File: src/rtl/uart_pkg.sv
// Shared types and helpers for the UART blocks.
package uart_pkg;

  typedef enum logic [1:0] {
    IDLE,
    START,
    DATA,
    STOP
  } tx_state_t;

  function automatic int unsigned calc_clks_per_bit(input int unsigned clk_hz,
                                                    input int unsigned baud);
    return clk_hz / baud;
  endfunction

endpackage

File: src/rtl/sync_fifo.sv
// Synchronous first-word-fall-through FIFO; head is visible on dout while non-empty.
module sync_fifo #(
  parameter int unsigned WIDTH = 8,
  parameter int unsigned DEPTH = 16
) (
  input  logic             clk,
  input  logic             rst,
  input  logic             push,
  input  logic             pop,
  input  logic [WIDTH-1:0] din,
  output logic [WIDTH-1:0] dout,
  output logic             full,
  output logic             empty
);

  localparam int unsigned AW = $clog2(DEPTH);

  generate
    if (DEPTH < 2 || (DEPTH & (DEPTH - 1)) != 0) begin : g_bad_depth
      $error("sync_fifo: DEPTH must be a power of two and at least 2");
    end
  endgenerate

  logic [WIDTH-1:0] r_mem [DEPTH];
  logic [AW:0]      r_wr_ptr;
  logic [AW:0]      r_rd_ptr;
  logic             w_push;
  logic             w_pop;

  // Extra pointer MSB separates full from empty when the index bits match.
  assign empty  = (r_wr_ptr == r_rd_ptr);
  assign full   = (r_wr_ptr[AW] != r_rd_ptr[AW]) &&
                  (r_wr_ptr[AW-1:0] == r_rd_ptr[AW-1:0]);
  assign w_pop  = pop && !empty;
  assign w_push = push && (!full || w_pop);
  assign dout   = r_mem[r_rd_ptr[AW-1:0]];

  always_ff @(posedge clk) begin
    if (w_push) begin
      r_mem[r_wr_ptr[AW-1:0]] <= din;
    end
  end

  always_ff @(posedge clk) begin
    if (rst) begin
      r_wr_ptr <= '0;
      r_rd_ptr <= '0;
    end else begin
      if (w_push) begin
        r_wr_ptr <= r_wr_ptr + 1'b1;
      end
      if (w_pop) begin
        r_rd_ptr <= r_rd_ptr + 1'b1;
      end
    end
  end

endmodule

File: src/rtl/uart_tx.sv
// 8N1 UART transmitter with a byte FIFO in front of the serializer.
module uart_tx
  import uart_pkg::*;
#(
  parameter int unsigned CLK_HZ     = 100_000_000,
  parameter int unsigned BAUD       = 115_200,
  parameter int unsigned FIFO_DEPTH = 16
) (
  input  logic       clk,
  input  logic       rst,
  input  logic       tx_en,
  input  logic [7:0] tx_data,
  output logic       txd,
  output logic       tx_busy,
  output logic       fifo_full,
  output logic       tx_overflow
);

  localparam int unsigned CLKS_PER_BIT = calc_clks_per_bit(CLK_HZ, BAUD);
  localparam int unsigned TW           = $clog2(CLKS_PER_BIT);

  generate
    if (CLKS_PER_BIT < 2) begin : g_bad_baud
      $error("uart_tx: CLK_HZ/BAUD must be at least 2");
    end
  endgenerate

  localparam logic [TW-1:0] TIMER_MAX = TW'(CLKS_PER_BIT - 1);

  tx_state_t     r_state, w_state_nxt;
  logic [TW-1:0] r_timer, w_timer_nxt;
  logic [2:0]    r_bit,   w_bit_nxt;
  logic [7:0]    r_shift, w_shift_nxt;
  logic          r_txd,   w_txd_nxt;
  logic          r_busy;
  logic          r_overflow;

  logic          w_pop;
  logic          w_full;
  logic          w_empty;
  logic [7:0]    w_head;
  logic          w_tick;
  logic          w_drop;

  sync_fifo #(
    .WIDTH(8),
    .DEPTH(FIFO_DEPTH)
  ) u_fifo (
    .clk  (clk),
    .rst  (rst),
    .push (tx_en),
    .pop  (w_pop),
    .din  (tx_data),
    .dout (w_head),
    .full (w_full),
    .empty(w_empty)
  );

  assign w_tick = (r_timer == TIMER_MAX);
  assign w_drop = tx_en && w_full && !w_pop;

  // txd_nxt follows the current state, so the line lags the FSM by one cycle.
  always_comb begin
    w_state_nxt = r_state;
    w_timer_nxt = r_timer + 1'b1;
    w_bit_nxt   = r_bit;
    w_shift_nxt = r_shift;
    w_txd_nxt   = 1'b1;
    w_pop       = 1'b0;
    case (r_state)
      IDLE: begin
        w_timer_nxt = '0;
        if (!w_empty) begin
          w_pop       = 1'b1;
          w_shift_nxt = w_head;
          w_state_nxt = START;
        end
      end
      START: begin
        w_txd_nxt = 1'b0;
        if (w_tick) begin
          w_timer_nxt = '0;
          w_bit_nxt   = '0;
          w_state_nxt = DATA;
        end
      end
      DATA: begin
        w_txd_nxt = r_shift[0];
        if (w_tick) begin
          w_timer_nxt = '0;
          w_shift_nxt = r_shift >> 1;
          if (r_bit == 3'd7) begin
            w_state_nxt = STOP;
          end else begin
            w_bit_nxt = r_bit + 1'b1;
          end
        end
      end
      STOP: begin
        if (w_tick) begin
          w_timer_nxt = '0;
          if (!w_empty) begin
            w_pop       = 1'b1;
            w_shift_nxt = w_head;
            w_state_nxt = START;
          end else begin
            w_state_nxt = IDLE;
          end
        end
      end
      default: begin
        w_timer_nxt = '0;
        w_state_nxt = IDLE;
      end
    endcase
  end

  always_ff @(posedge clk) begin
    if (rst) begin
      r_state    <= IDLE;
      r_timer    <= '0;
      r_bit      <= '0;
      r_shift    <= '0;
      r_txd      <= 1'b1;
      r_busy     <= 1'b0;
      r_overflow <= 1'b0;
    end else begin
      r_state    <= w_state_nxt;
      r_timer    <= w_timer_nxt;
      r_bit      <= w_bit_nxt;
      r_shift    <= w_shift_nxt;
      r_txd      <= w_txd_nxt;
      r_busy     <= (r_state != IDLE) || !w_empty;
      r_overflow <= w_drop;
    end
  end

  assign txd         = r_txd;
  assign tx_busy     = r_busy;
  assign fifo_full   = w_full;
  assign tx_overflow = r_overflow;

endmodule

File: config.mk
export PLATFORM = sky130hd
export DESIGN_NAME = uart_tx
export DESIGN_NICKNAME = d
export VERILOG_FILES = /design/src/rtl/uart_pkg.sv /design/src/rtl/sync_fifo.sv /design/src/rtl/uart_tx.sv
export SDC_FILE = /design/constraint.sdc
export NUM_CORES = 1
export LEC_CHECK = 0
export ABC_AREA = 1
export CAP_MARGIN = 0
export CORE_MARGIN = 2
export CORE_UTILIZATION = 65
export CTS_CLUSTER_SIZE = 16
export DETAILED_ROUTE_END_ITERATION = 10
export GPL_TIMING_DRIVEN = 1
export PLACE_DENSITY = 0.81
export SYNTH_ARGS = -nofsm -noshare
export SYNTH_HDL_FRONTEND = slang
export SYNTH_SLANG_ARGS = --single-unit
File: constraint.sdc
create_clock -name clk -period 3.15 [get_ports clk]
set_input_delay 0.7875 -clock clk [delete_from_list [all_inputs] [get_ports clk]]
set_output_delay 0.7875 -clock clk [all_outputs]
set_load 0.03 [all_outputs]
==> results.cfg <==
[outcome]
status = complete, no violations

[sta]
rsz0062_at_grt = false
fin_setup_tns_ns = 0
slew_headroom = 0.388
clock_skew_ns = 0.0116
setup_viol = 0
hold_viol_final = 0
period_minus_slack_ns = 2.74
max_freq_mhz = 365
worst_slack_ns = 0.412
fin_crit_sh = 0.869
slew_viol_final = 0
tightestPinTransition_ns = 0.916

[power_and_ir_drop]
leakagePower_uw = 0.00289
p_switching_uw = 2040
peakVddDrop_v = 0.000469
clkPwrFrac = 0.296
p_comb_frac = 0.282
power.density_nw_per_um2 = 762
intPower_uw = 4050
pwr-share-seq = 0.422
swShare = 0.335

[clock_network]
clockRootBuffer = clkbuf_8
clockBufferDepth = 2
cts_tree = done
clk_latency_ns = 0.53
cts_sinks = 168
cts_resized = 0
htree_levels = 4
cts.clk_slew.worst_paths_ns = 0.06
cts-hold-fix-buffers = 0
cts_buffers = 17
cts_setup_buffers = 0

[worst_setup_path]
crit_top_cell = nand2_1
cp-start-kind = flip-flop
cpMaxStageDelayCell = dfxtp_1
cp.required_ns = 2.36
critical_path_arrival_ns = 1.95
worst-path-max-fanout = 8
critPathBufInv = 2
cp_top_family = simple AND/OR/NAND/NOR gates
crit_type = reg -> out
crit_chain = inv_2 -> nand2_1 -> nand2_2 -> nor2_4 -> nand2_1 -> nor2_1 -> dlymetal6s2s_1
worst_r2r_path_depth = 11
critPathCaptureType = primary output
reg2reg_slack_ns = 0.45
slowest_delay_ns = 0.50
r2r_end = u_fifo.r_mem[7][5]$_DFFE_PP_
r2r_start = r_timer[0]$_SDFF_PP0_

[detailed_routing]
drt-initial-drc-count = 575
wire_per_inst_um = 17.5
drtPass1Iterations = 6
vias = 5027
viasPerCell = 5.84
drc = 0
ant_nets = 0
drt_wl_total_um = 15100

[die]
core_um2 = 10800
die_w_um = 109
start_util = 0.664
die_area_um2 = 11900
io_pins = 15
die-height_um = 109
placementRows = 38

[global_routing]
grt_pass1_wl_um = 23700
grt_start_max_net_pins = 54
grt_pass1_vias = 4815
grt_overflow = 0
gr-usage-all-layers = 0.272
antenna_found_initial = 0

[finish]
stdcell_area_um2 = 7990
fillers = 721
syn_to_final_growth_pct = 11.0
final_common_cell = nor2_1
diodes = 0
drive_gt1_frac = 0.108
nets = 731
mostFrequentLayoutCells = nor2_1, edfxtp_1, nand2_1

[placed_design]
place_congestion = 0.910
dpl-instance-area_um2 = 7470
port_buffers = 14
place_hpwl_um = 9740
place_ws_ns = 0.466

[synthesis]
synthCells = 691
synth_ff_type = edfxtp_1
ys_seq_area_frac = 0.645
ys_seq_elements = 168
synth_area_um2 = 7200
synth.distinct_cells = 37
yosysWarnings = 0
syn_nets = 714
avgSynthCellArea_um2 = 10.4
synth_edf_count = 128
async_flop_share = 0

[worst_hold_path]
hold_depth = 1
min_to = r_timer[0]$_SDFF_PP0_
hold_start = r_timer[0]$_SDFF_PP0_
hold_class = reg -> reg

[job]
max-cap-violations = 0
## state kept, by name, indices dropped and copies added, names as in the netlist, named ones only
name	count
txd	1
r_bit	3
tx_busy	1
u_fifo.r_mem	128
r_state	2
u_fifo.r_wr_ptr	5
u_fifo.r_rd_ptr	5
tx_overflow	1
r_timer	10
r_shift	8
## power by group through the flow
stage                     combinational (uW)  sequential (uW)  clock [uW]
after floorplan                         1310             2610           0
after global placement                  1660             2610           0
after detailed placement                1700             2610           0
after CTS                               1710             2570        1810
after global routing                    1910             2580        1900
final                                   1710             2570        1800
## metrics by stage
| step | hold slack [ns] | util | power, uW | instances |
|---|---|---|---|---|
| after floorplan | 0.430 | - | 3920 | 691 |
| after global placement | 0.442 | 0.689 | 4270 | 829 |
| after detailed placement | 0.462 | 0.689 | 4310 | 829 |
| after CTS | 0.478 | 0.737 | 6090 | 861 |
| after global routing | 0.498 | 0.737 | 6390 | 861 |
| final | 0.474 | 0.737 | 6090 | 861 |
## synth_stat cells (3+ instances only)
cell      number  area share
a21oi_1       21       0.015
a21oi_2        8      0.0097
buf_2          7      0.0049
buf_4          3      0.0031
clkbuf_1      16      0.0083
dfxtp_1       40        0.11
edfxtp_1     128        0.53
ha_1          12       0.021
inv_1         39       0.020
inv_2          4      0.0021
nand2_1       93       0.049
nand2_2       12       0.010
nand3_1       73       0.051
nand3b_1       3      0.0031
nand4_1        5      0.0043
nor2_1       133       0.069
nor2_2         3      0.0026
nor3_1         3      0.0021
o211ai_1      14       0.015
o21ai_0       47       0.033
xnor2_1        3      0.0037
xor2_1         3      0.0037
## per-layer routing
metal  vias to the layer above  GRT usage  part of all wire
met4                         0     0.0976             0.017
met2                       206      0.455              0.51
met5                         -          0                 0
li1                       2403          -                 -
met1                      2391      0.363              0.40
met3                        27     0.0466             0.077
## worst max-delay path by stage
stage,from,end,cells after the start
2_1_floorplan,r_timer[0]$_SDFF_PP0_,u_fifo.r_mem[3][0]$_DFFE_PP_,11
3_3_place_gp,tx_en,u_fifo.r_mem[8][5]$_DFFE_PP_,5
3_5_place_dp,tx_en,u_fifo.r_mem[8][3]$_DFFE_PP_,5
4_1_cts,u_fifo.r_wr_ptr[0]$_SDFFE_PP0P_,fifo_full,7
5_1_grt,r_timer[0]$_SDFF_PP0_,u_fifo.r_mem[7][2]$_DFFE_PP_,11
6_report,u_fifo.r_wr_ptr[2]$_SDFFE_PP0P_,fifo_full,7
## layout make-up
| cell class | count | area (um2) | area share |
|---|---|---|---|
| inverter | 45 | 171 | 0.0215 |
| tap | 140 | 175 | 0.0219 |
| clock buffer | 22 | 443 | 0.0554 |
| sequential | 168 | 4650 | 0.581 |
| timing repair buffer | 28 | 248 | 0.0310 |
| clock inverter | 10 | 73.8 | 0.00924 |
| multi-input combinational | 448 | 2230 | 0.280 |
## kinds of logic after synthesis
group | share of synthesized area
simple gates | 0.205
flops | 0.645
compound gates | 0.0770
buf+inv | 0.0443
fa+ha+maj | 0.0209
xor+xnor | 0.00730
(Power assumes the default switching activity.)
